`src/rtl/game_pkg.sv`:
```
// Shared definitions for the game core.
// Holds the status encodings, field widths, the hidden-coin value, the
// geometry defaults, sign-extension and BCD arithmetic helpers.
package game_pkg;

  typedef enum logic [1:0] {
    ST_IDLE  = 2'b00,
    ST_RUN   = 2'b01,
    ST_OVER  = 2'b10,
    ST_PAUSE = 2'b11
  } game_state_e;

  // Pipe/coin words are {x[15:0] signed, y[15:0]}
  localparam int POS_X_W = 16;
  localparam int POS_Y_W = 16;

  localparam logic [15:0] COIN_HIDDEN_Y = 16'hFFFF;
  localparam logic [31:0] COIN_HIDDEN   = 32'h0000_FFFF;
  localparam logic [15:0] LFSR_SEED     = 16'hACE1;

  // Geometry defaults (pixels, pixels per frame)
  localparam int DEF_BIRD_X   = 160;
  localparam int DEF_BIRD_W   = 16;
  localparam int DEF_PIPE_W   = 52;
  localparam int DEF_GAP_H    = 120;
  localparam int DEF_GROUND_Y = 440;
  localparam int DEF_SPEED    = 2;
  localparam int DEF_SPACING  = 213;
  localparam int DEF_FLAP_V   = -7;
  localparam int DEF_VMAX     = 8;
  localparam int DEF_START_Y  = 200;
  localparam int PIPE_X0      = 640;
  localparam int PIPE_GAP0    = 200;
  localparam int GAP_MIN      = 40;
  localparam int COIN_W       = 16;

  // Sign-extend a 16-bit screen coordinate so sums cannot wrap
  function automatic logic signed [17:0] sext18(input logic [15:0] v);
    return $signed({{2{v[15]}}, v});
  endfunction

  // Four-digit BCD add of a small increment, sticking at 9999 on overflow
  function automatic logic [15:0] bcd_sat_add(input logic [15:0] a,
                                              input logic [2:0]  inc);
    logic [15:0] r;
    logic [4:0]  d;
    logic [3:0]  cin;
    r   = 16'h0000;
    cin = {1'b0, inc};
    for (int i = 0; i < 4; i++) begin
      d = {1'b0, a[4*i +: 4]} + {1'b0, cin};
      if (d > 5'd9) begin
        d   = d - 5'd10;
        cin = 4'd1;
      end else begin
        cin = 4'd0;
      end
      r[4*i +: 4] = d[3:0];
    end
    if (cin != 4'd0) begin
      r = 16'h9999;
    end else begin
      r = r;
    end
    return r;
  endfunction

endpackage

```
`src/rtl/game_core_lfsr16.sv`:
```
// 16-bit Fibonacci LFSR (taps 16,14,13,11), free-running every clock.
// Ports: clk, rst (sync, active-high, loads seed), value = current state.
module lfsr16
  import game_pkg::*;
(
  input  logic        clk,
  input  logic        rst,
  output logic [15:0] value
);

  logic fb_s;

  assign fb_s = value[0] ^ value[2] ^ value[3] ^ value[5];

  // Shift right, feedback enters at the top
  always_ff @(posedge clk) begin
    if (rst) begin
      value <= LFSR_SEED;
    end else begin
      value <= {fb_s, value[15:1]};
    end
  end

endmodule

```
`src/rtl/game_core.sv`:
```
// Flappy-style game core: FSM, bird physics, scrolling pipes, coin, score.
// Ports: clk, rst (sync active-high), frame_tick (one pulse per frame),
// btn_flap/btn_start/btn_pause (debounced levels), status (game state),
// score (4 BCD digits), mario (bird top y), pipe_1..3 ({x signed, gap-top}),
// coin ({x signed, y}, y = FFFF hidden). All outputs are registers.
module game_core
  import game_pkg::*;
#(
  parameter int BIRD_X   = DEF_BIRD_X,
  parameter int BIRD_W   = DEF_BIRD_W,
  parameter int PIPE_W   = DEF_PIPE_W,
  parameter int GAP_H    = DEF_GAP_H,
  parameter int GROUND_Y = DEF_GROUND_Y,
  parameter int SPEED    = DEF_SPEED,
  parameter int SPACING  = DEF_SPACING,
  parameter int FLAP_V   = DEF_FLAP_V,
  parameter int VMAX     = DEF_VMAX,
  parameter int START_Y  = DEF_START_Y
) (
  input  logic        clk,
  input  logic        rst,
  input  logic        frame_tick,
  input  logic        btn_flap,
  input  logic        btn_start,
  input  logic        btn_pause,
  output logic [1:0]  status,
  output logic [15:0] score,
  output logic [15:0] mario,
  output logic [31:0] pipe_1,
  output logic [31:0] pipe_2,
  output logic [31:0] pipe_3,
  output logic [31:0] coin
);

  localparam logic signed [17:0] BIRD_X_S = 18'(BIRD_X);
  localparam logic signed [17:0] BIRD_W_S = 18'(BIRD_W);
  localparam logic signed [17:0] PIPE_W_S = 18'(PIPE_W);
  localparam logic signed [17:0] GAP_H_S  = 18'(GAP_H);
  localparam logic signed [17:0] COIN_W_S = 18'(COIN_W);
  localparam logic signed [16:0] GROUND_S = 17'(GROUND_Y);
  localparam logic [15:0] GROUND_V = 16'(GROUND_Y);
  localparam logic [15:0] SPEED_V  = 16'(SPEED);
  localparam logic [15:0] SPAN_V   = 16'(3 * SPACING);
  localparam logic [15:0] COIN_DX  = 16'(PIPE_W / 2 - COIN_W / 2);
  localparam logic [15:0] COIN_DY  = 16'(GAP_H / 2 - COIN_W / 2);
  localparam logic [15:0] GAP_MIN_V = 16'(GAP_MIN);
  localparam logic [15:0] MARIO0   = 16'(START_Y);
  localparam logic [15:0] GAP0     = 16'(PIPE_GAP0);
  localparam logic [15:0] PX1      = 16'(PIPE_X0);
  localparam logic [15:0] PX2      = 16'(PIPE_X0 + SPACING);
  localparam logic [15:0] PX3      = 16'(PIPE_X0 + 2 * SPACING);
  localparam logic signed [7:0] FLAP_V8 = 8'(FLAP_V);
  localparam logic signed [7:0] VMAX8   = 8'(VMAX);

  game_state_e state_r, next_state_s;
  logic [15:0] score_r, mario_r;
  logic signed [7:0] vel_r;
  logic flap_r;
  logic [15:0] pipe_x_r [3];
  logic [15:0] pipe_gap_r [3];
  logic [15:0] coin_x_r, coin_y_r;
  logic flap_q_r, start_q_r, pause_q_r;
  logic flap_edge_s, start_edge_s, pause_edge_s;
  logic btn_trans_s, run_step_s, enter_idle_s;
  logic [15:0] lfsr_s;
  logic [7:0]  lfsr_unused_s;

  logic signed [7:0]  step_vel_s;
  logic signed [16:0] mario_sum_s;
  logic [15:0] step_mario_s;
  logic [15:0] nx_s [3];
  logic [15:0] step_px_s [3];
  logic [15:0] step_gap_s [3];
  logic [2:0]  respawn_s, pass_s;
  logic [15:0] cx_s, step_cx_s, step_cy_s;
  logic signed [17:0] my_s, cx18_s, cy18_s;
  logic pickup_s, collide_s;
  logic [2:0]  inc_s;
  logic [15:0] step_score_s;

  lfsr16 u_lfsr (
    .clk   (clk),
    .rst   (rst),
    .value (lfsr_s)
  );

  // Only the low byte feeds gap placement
  assign lfsr_unused_s = lfsr_s[15:8];

  assign flap_edge_s  = btn_flap  & ~flap_q_r;
  assign start_edge_s = btn_start & ~start_q_r;
  assign pause_edge_s = btn_pause & ~pause_q_r;

  // Candidate bird, pipe, coin and score values for one motion step
  always_comb begin
    step_vel_s   = vel_r;
    mario_sum_s  = 17'sd0;
    step_mario_s = mario_r;
    respawn_s    = 3'b000;
    pass_s       = 3'b000;
    cx_s         = coin_x_r;
    step_cx_s    = coin_x_r;
    step_cy_s    = coin_y_r;
    pickup_s     = 1'b0;
    collide_s    = 1'b0;
    for (int i = 0; i < 3; i++) begin
      nx_s[i]       = pipe_x_r[i];
      step_px_s[i]  = pipe_x_r[i];
      step_gap_s[i] = pipe_gap_r[i];
    end

    if (flap_r) begin
      step_vel_s = FLAP_V8;
    end else if (vel_r >= VMAX8) begin
      step_vel_s = VMAX8;
    end else begin
      step_vel_s = vel_r + 8'sd1;
    end

    mario_sum_s = $signed({1'b0, mario_r}) + $signed({{9{step_vel_s[7]}}, step_vel_s});
    if (mario_sum_s[16]) begin
      step_mario_s = 16'd0;
    end else if (mario_sum_s > GROUND_S) begin
      step_mario_s = GROUND_V;
    end else begin
      step_mario_s = mario_sum_s[15:0];
    end
    my_s = $signed({2'b00, step_mario_s});

    for (int i = 0; i < 3; i++) begin
      nx_s[i]   = pipe_x_r[i] - SPEED_V;
      // Pass judged on the scrolled x, before any wrap-around
      pass_s[i] = (sext18(pipe_x_r[i]) + PIPE_W_S >= BIRD_X_S) &&
                  (sext18(nx_s[i]) + PIPE_W_S < BIRD_X_S);
      if (sext18(nx_s[i]) <= -PIPE_W_S) begin
        step_px_s[i]  = nx_s[i] + SPAN_V;
        step_gap_s[i] = GAP_MIN_V + {8'h00, lfsr_s[7:0]};
        respawn_s[i]  = 1'b1;
      end else begin
        step_px_s[i]  = nx_s[i];
        step_gap_s[i] = pipe_gap_r[i];
        respawn_s[i]  = 1'b0;
      end
    end

    // A visible coin scrolls; a hidden one reappears at the first respawned pipe
    if (coin_y_r != COIN_HIDDEN_Y) begin
      cx_s = coin_x_r - SPEED_V;
      if (sext18(cx_s) <= -COIN_W_S) begin
        step_cx_s = COIN_HIDDEN[31:16];
        step_cy_s = COIN_HIDDEN_Y;
      end else begin
        step_cx_s = cx_s;
        step_cy_s = coin_y_r;
      end
    end else if (respawn_s[0]) begin
      step_cx_s = step_px_s[0] + COIN_DX;
      step_cy_s = step_gap_s[0] + COIN_DY;
    end else if (respawn_s[1]) begin
      step_cx_s = step_px_s[1] + COIN_DX;
      step_cy_s = step_gap_s[1] + COIN_DY;
    end else if (respawn_s[2]) begin
      step_cx_s = step_px_s[2] + COIN_DX;
      step_cy_s = step_gap_s[2] + COIN_DY;
    end else begin
      step_cx_s = coin_x_r;
      step_cy_s = coin_y_r;
    end

    cx18_s = sext18(step_cx_s);
    cy18_s = $signed({2'b00, step_cy_s});
    pickup_s = (step_cy_s != COIN_HIDDEN_Y) &&
               (cx18_s < BIRD_X_S + BIRD_W_S) && (cx18_s + COIN_W_S > BIRD_X_S) &&
               (cy18_s < my_s + BIRD_W_S) && (cy18_s + COIN_W_S > my_s);
    if (pickup_s) begin
      step_cx_s = COIN_HIDDEN[31:16];
      step_cy_s = COIN_HIDDEN_Y;
    end else begin
      step_cx_s = step_cx_s;
    end

    collide_s = (step_mario_s == GROUND_V);
    for (int i = 0; i < 3; i++) begin
      collide_s = collide_s |
        ((sext18(step_px_s[i]) < BIRD_X_S + BIRD_W_S) &&
         (sext18(step_px_s[i]) + PIPE_W_S > BIRD_X_S) &&
         ((my_s < $signed({2'b00, step_gap_s[i]})) ||
          (my_s + BIRD_W_S > $signed({2'b00, step_gap_s[i]}) + GAP_H_S)));
    end

    inc_s = {2'b00, pass_s[0]} + {2'b00, pass_s[1]} + {2'b00, pass_s[2]} + {2'b00, pickup_s};
    step_score_s = bcd_sat_add(score_r, inc_s);
  end

  // Next game state; a button transition suppresses that cycle's motion step
  always_comb begin
    next_state_s = state_r;
    btn_trans_s  = 1'b0;
    case (state_r)
      ST_IDLE: begin
        if (start_edge_s) begin
          next_state_s = ST_RUN;
          btn_trans_s  = 1'b1;
        end else begin
          next_state_s = ST_IDLE;
        end
      end
      ST_RUN: begin
        if (pause_edge_s) begin
          next_state_s = ST_PAUSE;
          btn_trans_s  = 1'b1;
        end else if (frame_tick && collide_s) begin
          next_state_s = ST_OVER;
        end else begin
          next_state_s = ST_RUN;
        end
      end
      ST_PAUSE: begin
        if (pause_edge_s) begin
          next_state_s = ST_RUN;
          btn_trans_s  = 1'b1;
        end else begin
          next_state_s = ST_PAUSE;
        end
      end
      ST_OVER: begin
        if (start_edge_s) begin
          next_state_s = ST_IDLE;
          btn_trans_s  = 1'b1;
        end else begin
          next_state_s = ST_OVER;
        end
      end
      default: begin
        next_state_s = ST_IDLE;
      end
    endcase
  end

  assign run_step_s   = (state_r == ST_RUN) && frame_tick && !btn_trans_s;
  assign enter_idle_s = (state_r == ST_OVER) && (next_state_s == ST_IDLE);

  // State register, button history and pending-flap flag
  always_ff @(posedge clk) begin
    if (rst) begin
      state_r   <= ST_IDLE;
      flap_r    <= 1'b0;
      flap_q_r  <= 1'b0;
      start_q_r <= 1'b0;
      pause_q_r <= 1'b0;
    end else begin
      state_r   <= next_state_s;
      flap_q_r  <= btn_flap;
      start_q_r <= btn_start;
      pause_q_r <= btn_pause;
      if (next_state_s != state_r) begin
        flap_r <= 1'b0;
      end else if (flap_edge_s) begin
        flap_r <= 1'b1;
      end else if (run_step_s) begin
        flap_r <= 1'b0;
      end
    end
  end

  // Playfield registers: restored on reset or entering IDLE, stepped on RUN ticks
  always_ff @(posedge clk) begin
    if (rst || enter_idle_s) begin
      score_r  <= 16'h0000;
      mario_r  <= MARIO0;
      vel_r    <= 8'sd0;
      pipe_x_r[0] <= PX1;
      pipe_x_r[1] <= PX2;
      pipe_x_r[2] <= PX3;
      for (int i = 0; i < 3; i++) begin
        pipe_gap_r[i] <= GAP0;
      end
      coin_x_r <= COIN_HIDDEN[31:16];
      coin_y_r <= COIN_HIDDEN_Y;
    end else if (run_step_s) begin
      score_r  <= step_score_s;
      mario_r  <= step_mario_s;
      vel_r    <= step_vel_s;
      for (int i = 0; i < 3; i++) begin
        pipe_x_r[i]   <= step_px_s[i];
        pipe_gap_r[i] <= step_gap_s[i];
      end
      coin_x_r <= step_cx_s;
      coin_y_r <= step_cy_s;
    end
  end

  assign status = state_r;
  assign score  = score_r;
  assign mario  = mario_r;
  assign pipe_1 = {pipe_x_r[0], pipe_gap_r[0]};
  assign pipe_2 = {pipe_x_r[1], pipe_gap_r[1]};
  assign pipe_3 = {pipe_x_r[2], pipe_gap_r[2]};
  assign coin   = {coin_x_r, coin_y_r};

endmodule
```
`config.mk`:
```
export PLATFORM = sky130hd
export DESIGN_NAME = game_core
export DESIGN_NICKNAME = d
export VERILOG_FILES = /design/src/rtl/game_pkg.sv /design/src/rtl/game_core_lfsr16.sv /design/src/rtl/game_core.sv
export SDC_FILE = /design/constraint.sdc
export NUM_CORES = 1
export LEC_CHECK = 0
export CAP_MARGIN = 20
export CORE_MARGIN = 2
export CORE_UTILIZATION = 65
export CTS_BUF_LIST = sky130_fd_sc_hd__clkbuf_4 sky130_fd_sc_hd__clkbuf_8
export CTS_CLUSTER_SIZE = 25
export DETAILED_ROUTE_END_ITERATION = 6
export GPL_TIMING_DRIVEN = 0
export PLACE_DENSITY_LB_ADDON = 0.05
export REMOVE_ABC_BUFFERS = 1
export SKIP_CTS_REPAIR_TIMING = 1
export SYNTH_ARGS = -nofsm -noshare
export SYNTH_HDL_FRONTEND = slang
export SYNTH_SLANG_ARGS = --single-unit
```
`constraint.sdc`:
```
create_clock -name clk -period 24.6 [get_ports clk]
set_input_delay 2.46 -clock clk [delete_from_list [all_inputs] [get_ports clk]]
set_output_delay 2.46 -clock clk [all_outputs]
set_load 0.02 [all_outputs]
```
Word-level counts from Yosys, hierarchy flattened
Memory sizes are Yosys's and may differ from the RTL's.
Index checks and enable logic that the tools add are counted.
{"block": "totals", "ram_bits": 96, "reg_bits": 94, "mem_count": 2}
{"block": "classes", "n_eq_ne": 7, "addsub": 42, "n_bitwise": 18, "order_cmp": 32, "muxes": 56, "reduce_logical": 29}
{"name": "pipe_gap_r", "words": 3, "word_bits": 16, "rd": 3, "rd_clocked_by_memory_dff": 0, "wr": 3, "line_no": "game_core.sv:60", "text": "logic [15:0] pipe_gap_r [3];"}
{"name": "pipe_x_r", "words": 3, "word_bits": 16, "rd": 3, "rd_clocked_by_memory_dff": 0, "wr": 3, "line_no": "game_core.sv:59", "text": "logic [15:0] pipe_x_r [3];"}
{"cell": "16-bit two-way mux", "count": 27}
{"cell": "16-bit by 7-bit adder with 17-bit output, second input constant", "count": 12}
{"cell": "17-bit by 9-bit > comparator with 1-bit output, second input constant", "count": 4}
{"cell": "16-bit by 9-bit < comparator with 1-bit output, second input constant", "count": 4}
{"cell": "16-bit by 2-bit subtractor with 16-bit output, second input constant", "count": 4}
{"cell": "17-bit by 9-bit >= comparator with 1-bit output, second input constant", "count": 3}
{"cell": "17-bit by 9-bit < comparator with 1-bit output, second input constant", "count": 3}
{"cell": "16-bit by 10-bit adder with 16-bit output, second input constant", "count": 3}
{"cell": "16-bit by 5-bit adder with 16-bit output, second input constant", "count": 3}
{"cell": "16-bit by 6-bit adder with 16-bit output, second input constant", "count": 3}
{"cell": "16-bit by 7-bit <= comparator with 1-bit output, second input constant", "count": 3}
{"cell": "16-bit < comparator", "count": 3}
{"cell": "18-bit > comparator", "count": 2}
{"cell": "16-bit by 5-bit adder with 17-bit output, second input constant", "count": 2}
{"cell": "16-bit != test, second input constant", "count": 2}
{"cell": "5-bit by 4-bit > comparator with 1-bit output, second input constant", "count": 4}
{"cell": "17-bit by 18-bit < comparator with 1-bit output", "count": 1}
{"cell": "16-bit by 6-bit adder with 17-bit output, second input constant", "count": 1}
{"cell": "17-bit by 8-bit adder with 17-bit output", "count": 1}
{"cell": "17-bit by 10-bit > comparator with 1-bit output, second input constant", "count": 1}
{"cell": "17-bit by 16-bit > comparator with 1-bit output", "count": 1}
{"cell": "17-bit > comparator", "count": 1}
{"cell": "1-bit logical AND", "count": 17}
{"cell": "1-bit two-way mux", "count": 17}
{"cell": "other kinds (29)", "count": 62}

Longest topological paths before layout
Gate-level depths: netlist of the first run.
An unclocked memory read counts as a cell.
{"block": "depth", "depth_word": 29, "depth_mapped": 71}

By module
Synthesis of the first run repeated with hierarchy kept, for this count alone.
{"block": "unflattened", "cells_unflattened": 2399, "area_unflattened_um2": 19147.1}
{"module": "game_core", "cells_per_inst": 2363, "area_each_um2": 18689.2, "instances": 1}
{"module": "lfsr16", "cells_per_inst": 36, "area_each_um2": 457.9, "instances": 1}

Least setup slack after synthesis of the first run
OpenSTA, ideal clock, no wires.
{"block": "synth_path", "path_kind": "flip-flop to flip-flop", "from": "memory pipe_x_r[1][1] (netlist: pipe_x_r[0][17])", "to": "register score_r[1] (netlist: score[1])", "period_less_slack_ps": 13243, "path_stages_with_launch": 66, "slack_ps": 11357, "t_arrival_ps": 12962, "n_path_buf": 9, "cell_sequence": "edfxtp_1 > buf_2 > inv_1 > ha_1 > nor2b_1 > clkbuf_1 > nand4_1 > xor2_1 > or4_1 > buf_2 > o21ai_4 > buf_2 > buf_1 > buf_1 > clkbuf_1 > buf_1 > nor2_1 > a21oi_1 > (+30 left out) > a21oi_1 > o22ai_1 > a21oi_1 > ha_1 > ha_1 > inv_1 > a21oi_1 > o22ai_1 > a21oi_1 > ha_1 > nand3_1 > xor2_1 > and2_1 > o22a_1 > and2_1 > clkbuf_1 > nand2_1 > o21ai_0"}
{"element": "from (decl)", "line_no": "game_core.sv:59"}
{"element": "to (signal assigned)", "line_no": "game_core.sv:281", "text": "score_r <= step_score_s;"}
{"element": "to (decl)", "line_no": "game_core.sv:56", "text": "logic [15:0] score_r, mario_r;"}

==> flow_summary.ini, run 1 <==
[clock_tree]
numCtsBuffers = 17
cts.sinks = 190
root_buffer = clkbuf_8
cts_tree = built
insertion_delay_ns = 0.50
h-tree-depth = 4
cts_buffer_depth = 2
cts.clk_slew.worst_paths_ns = 0.11

[setup_path]
crit_buf_inv = 9
cpPeakStageDelay_ns = 0.69
r2r_slack_ns = 10.10
crit_family = compound AO/OA/AOI/OAI gates
arrival_ns = 14.94
endpoint_kind = register
crit_path_start = pipe_x_r[0][17]
critPathKind = reg -> reg
timing.rr.end = score[6]
crit_top_cell = ha_1
crit_slowest_cell = or4_1
critPathLaunchType = register
reg2reg_depth = 57
worstReg2RegStart = pipe_x_r[0][17]
crit_end = score[6]
worst_ep_required_time_ns = 25.05
worstPathMaxFanout = 29
path_depth = 57

[detailed_routing]
dr_total_vias = 19442
drc_errors = 4
first_pass_iters = 7
wl_mm = 59.6
vias_per_cell = 6.80
top_layer = met4
wl_met1_mm = 23.9
ant_nets = 0
first_iter_violations = 2570
route.met3.wl_mm = 5.09
wl_met2_mm = 27.8
wl_per_cell_um = 20.8

[power]
powerDensity_nw_per_um2 = 56.7
clock_power_share_pct = 18.0
p_int_uw = 674
pwr-share-comb_pct = 51.0
ir_worst_vdd_mv = 0.0365
seqPwrFrac_pct = 31.0
switchingPower_uw = 544
p_leak_nw = 8.22
switching_share_pct = 44.7
total_power_mw = 1.22

[global_route]
grt_overflow = 0
grt_max_degree = 71
groute.usage.overall_pct = 37.8
antenna_found_initial = 0
grt_pass1_wl_mm = 93.6
grt_pass1_vias = 17883

[logic_synthesis]
synth_cell_types = 111
async_reset_ff_share_pct = 0
ys_warn_count = 0
ys_seq_area_share_pct = 25.2
synth_edf_count = 96
syn_area_um2 = 18900
ys_ff_latch = 190
synth_cells = 2336
synth_ff_type = edfxtp_1
syn_avg_cell_area_um2 = 8.09

[layout]
drive_above_1_share_pct = 5.41
synthToLayoutAreaGrowth_pct = 13.5
antenna_cells = 0
layout_common_cells = 226 x nor2_1, 207 x nand2_1, 167 x clkdlybuf4s50_1, 160 x ha_1, 131 x a21oi_1
regArea_um2 = 4760
final_core_util_pct = 74.8
multiInputGateArea_um2 = 13500
final_common_cell = nor2_1
fill_cells = 2228
nNetsFinal = 2633

[place]
gp_congestion = 0.995
io_buffers = 167
dp_hpwl_mm = 44.3

[floorplan]
dieArea_um2 = 30500
initial_core_util_pct = 65.9
rows = 62
die_h_um = 175
design.core.area_um2 = 28700
io_pins = 168
die_w_um = 175

[sta]
skew_ns = 0.0177
setup_viol = 0
slew-limit-headroom_pct = 17.2
fin_crit_ns = 14.50
period_share_pct = 58.9
rsz0062_at_grt = false
tns_ns = 0
timing.final.max_slew_violations = 0
report.final.hold_viol_count = 0
fmax_mhz = 69.0
worst_slew_pin_slew_ns = 1.23

[run]
maxCapViolCount = 0

[outcome]
outcome = finished, violations left
violations = design-rule violations

[worst_hold_path]
hp-class = reg -> reg
final cells by class:
cell class / instances / area share [%]
Tap cell: 384 / 2.24
Inverter: 90 / 1.59
Timing Repair Buffer: 181 / 9.14
Multi-Input combinational cell: 1983 / 63.0
Sequential cell: 190 / 22.2
Clock buffer: 20 / 1.20
Clock inverter: 12 / 0.589
stage by stage:
stage | instances | instance area, µm² | setup slack (ns) | hold WS, ns
2_1_floorplan | 2263 | 18600 | 12.19 | 0.389
4_1_cts | 2860 | 21500 | 10.47 | 0.419
5_1_grt | 2860 | 21500 | 9.28 | 0.425
3_3_place_gp | 2814 | 20700 | 10.05 | 0.395
6_report | 2860 | 21500 | 10.10 | 0.419
3_5_place_dp | 2828 | 21100 | 10.52 | 0.393
metal layers:
metal	vias up	GRT usage, %
li1	8923	-
met1	9227	48.5
met2	1105	63.1
met3	187	5.99
met4	0	16.3
met5	-	0
worst min path at each step:
stage / startpoint / to / slack, ns / depth (start not counted)
2_1_floorplan: u_lfsr.value[11] / u_lfsr.value[10] / 0.39 / 1
3_3_place_gp: u_lfsr.value[12] / u_lfsr.value[11] / 0.39 / 1
3_5_place_dp: u_lfsr.value[14] / u_lfsr.value[13] / 0.39 / 1
4_1_cts: u_lfsr.value[14] / u_lfsr.value[13] / 0.42 / 1
5_1_grt: u_lfsr.value[11] / u_lfsr.value[10] / 0.43 / 1
6_report: u_lfsr.value[14] / u_lfsr.value[13] / 0.42 / 1
registers in the layout, indices dropped and copies added (netlist names), 2 cells and up:
signal,flops
mario,16
score,16
pipe_gap_r,48
pipe_x_r,48
coin_x_r,16
u_lfsr.value,16
coin_y_r,16
vel_r,8
status,2
Yosys cell counts (all sizes together), types with 9 or more instances:
cell type / number / area, µm²
o21a: 31 / 233
o22a: 10 / 87.6
dfxtp: 94 / 1880
nor4: 34 / 277
and3: 25 / 156
a21boi: 12 / 90.1
inv: 89 / 334
clkbuf: 68 / 255
nand2: 209 / 787
nand4: 50 / 319
o211ai: 28 / 210
o31a: 14 / 123
xor2: 74 / 648
ha: 160 / 2000
nor3: 68 / 382
nand3b: 9 / 67.6
nand2b: 21 / 131
mux2: 9 / 101
o221ai: 11 / 96.3
or3: 32 / 205
buf: 44 / 230
a211o: 14 / 123
a22o: 11 / 96.3
or2: 26 / 163
nor2: 230 / 873
or4: 23 / 176
and2: 25 / 156
o22ai: 18 / 113
edfxtp: 96 / 2880
a21o: 36 / 270
mux2i: 33 / 330
and4: 10 / 87.6
nor3b: 9 / 67.6
a211oi: 31 / 248
nand3: 74 / 375
a21oi: 135 / 679
a221oi: 10 / 93.8
nor2b: 30 / 188
o31ai: 18 / 145
o21ai: 133 / 681
xnor2: 115 / 1010
a31oi: 34 / 213
logic make-up after synthesis:
kind of cell	count (synthesis)	share of synthesized area, %
buffers and inverters	202	4.35
AO/OA/AOI/OAI	645	23.6
multiplexers	42	2.28
AND/OR/NAND/NOR	897	24.4
XOR/XNOR	190	8.87
flip-flops	190	25.2
adder cells (fa/ha/maj)	168	11.2
other	2	0.0397
power by group through the flow:
stage	Sequential [mW]	Clock [mW]	Combinational [mW]
3_3_place_gp	0.384	0	0.569
3_5_place_dp	0.383	0	0.597
2_1_floorplan	0.393	0	0.409
5_1_grt	0.380	0.229	0.671
4_1_cts	0.376	0.219	0.603
6_report	0.378	0.219	0.621
Note: power is estimated with default switching activity, not from simulation.
==> inputs of run 2 (changes only) <==
Settings changed: CORE_UTILIZATION 65 to 55.
Clock period 24.6 ns to 11.75 ns, I/O delays scaled along.
==> run 2 against run 1 <==
The flow now finishes without violations; routed wire length up 6.8%; die area up 18%; worst hold slack better by 0.0043 ns; non-clock buffer count up 130; final cell count up 6.9%; core utilization down 5.9 points; flip-flop and latch count unchanged; critical path depth down 4; critical endpoint is now score[2]; highest routed layer unchanged.
==> flow_summary.ini, run 2 (synthesis gave the netlist of run 1 again) <==
[outcome]
outcome = finished, final reports clean

[floorplan]
initial_core_util_pct = 56.1
rows = 67
die_w_um = 189
design.core.area_um2 = 33700
dieArea_um2 = 35900
io_pins = 168
die_h_um = 189

[worst_hold_path]
worstHoldStart = u_lfsr.value[8]
worstHoldEndpoint = u_lfsr.value[7]
whs_path_depth = 1
hp-class = reg -> reg

[layout]
largestRegisters = pipe_gap_r (48), pipe_x_r (48)
fill_cells = 2875
fin_area_um2 = 23200
nNetsFinal = 2765
layout_common_cells = 224 x nor2_1, 207 x nand2_1, 167 x clkdlybuf4s50_1, 149 x ha_1, 124 x buf_4
final_common_cell = nor2_1
drive_above_1_share_pct = 13.2
antenna_cells = 0
final_cells = 3056
synthToLayoutAreaGrowth_pct = 22.7

[clock_tree]
cts.clk_slew.worst_paths_ns = 0.11
cts.sinks = 190
h-tree-depth = 4
cts_tree = built
numCtsBuffers = 17
cts_buffer_depth = 2
root_buffer = clkbuf_8
insertion_delay_ns = 0.54

[setup_path]
crit_slowest_cell = edfxtp_1
crit_path_start = pipe_x_r[0][3]
r2r_slack_ns = 0.26
reg2reg_depth = 53
cpPeakStageDelay_ns = 0.60
arrival_ns = 11.92
critPathKind = reg -> reg
worstPathMaxFanout = 21
worstReg2RegStart = pipe_x_r[0][3]
worst_ep_required_time_ns = 12.18
timing.rr.end = score[2]
critPathLaunchType = register
endpoint_kind = register

[sta]
worst_slew_pin_slew_ns = 1.01
fmax_mhz = 87.0
period_share_pct = 97.8
setup_viol = 0
report.final.hold_viol_count = 0
fin_crit_ns = 11.49
tns_ns = 0
timing.final.max_slew_violations = 0
skew_ns = 0.0238
slew-limit-headroom_pct = 32.2

[place]
place_area_um2 = 21200
io_buffers = 167
placed_cells = 2895
gp_congestion = 0.982
dp_hpwl_mm = 45.4

[global_route]
grt_overflow = 0
grt_max_degree = 70
groute.usage.overall_pct = 33.0
grt_pass1_wl_mm = 95.0
grt_pass1_vias = 17476
antenna_found_initial = 0

[detailed_routing]
wl_per_cell_um = 20.8
ant_nets = 0
wl_mm = 63.6
first_pass_iters = 6
drc_errors = 0
dr_total_vias = 19550
vias_per_cell = 6.40
first_iter_violations = 1842

[power]
p_leak_nw = 8.95
ir_worst_vdd_mv = 0.102
powerDensity_nw_per_um2 = 114
total_power_mw = 2.64

[run]
maxCapViolCount = 0
[run 2: per-layer routing]
layer / part of all wire [%] / global-route usage, % / vias up
met4: 3.7 / 12.7 / 0
met5: 0 / 0 / -
met2: 47 / 54.8 / 828
met3: 7.1 / 5.25 / 142
met1: 42 / 43.2 / 9366
li1: - / - / 9214
[run 2: worst max-delay path, delay by kind of cell (launching register included)]
| family | cells | cell delay (ns) |
|---|---|---|
| DFF | 1 | 0.60 |
| muxes | 2 | 0.51 |
| buffers and inverters | 7 | 0.85 |
| and+or+nand+nor | 11 | 2.41 |
| AOI/OAI and AO/OA | 21 | 3.96 |
| xor gates and xnor gates | 2 | 0.35 |
| adders and majority gates | 10 | 2.68 |
[run 2: worst max path at each step]
stage	slack, ns	cells after the start	to
floorplan	-0.66	56	score[1]
global placement	-2.93	51	score[1]
detailed placement	-2.25	59	score[1]
CTS	-2.27	59	score[1]
global route	-0.26	55	score[5]
finish	0.26	53	score[2]
[run 2: power breakdown]
part | switching [mW] | internal (mW) | total, mW
registers | 0.0560 | 0.733 | 0.789
logic | 0.852 | 0.549 | 1.40
clock network | 0.294 | 0.159 | 0.453
total | 1.20 | 1.44 | 2.64
[run 2: per-stage QoR]
stage	utilization, %	hold WS (ns)	setup WS [ns]
floorplan	-	0.389	-0.655
global placement	61.7	0.397	-2.93
detailed placement	62.9	0.396	-2.25
CTS	64.1	0.423	-2.27
global route	68.8	0.438	-0.262
finish	68.8	0.424	0.257
[run 2: area by class of cell]
| cell class | count | area [µm²] | area share, % |
|---|---|---|---|
| inverter | 90 | 343 | 1.48 |
| clock buffer | 17 | 234 | 1.01 |
| tap | 448 | 561 | 2.42 |
| timing repair buffer | 311 | 3040 | 13.1 |
| sequential | 190 | 4760 | 20.5 |
| multi-input combinational | 1985 | 14100 | 60.8 |
| clock inverter | 15 | 149 | 0.642 |
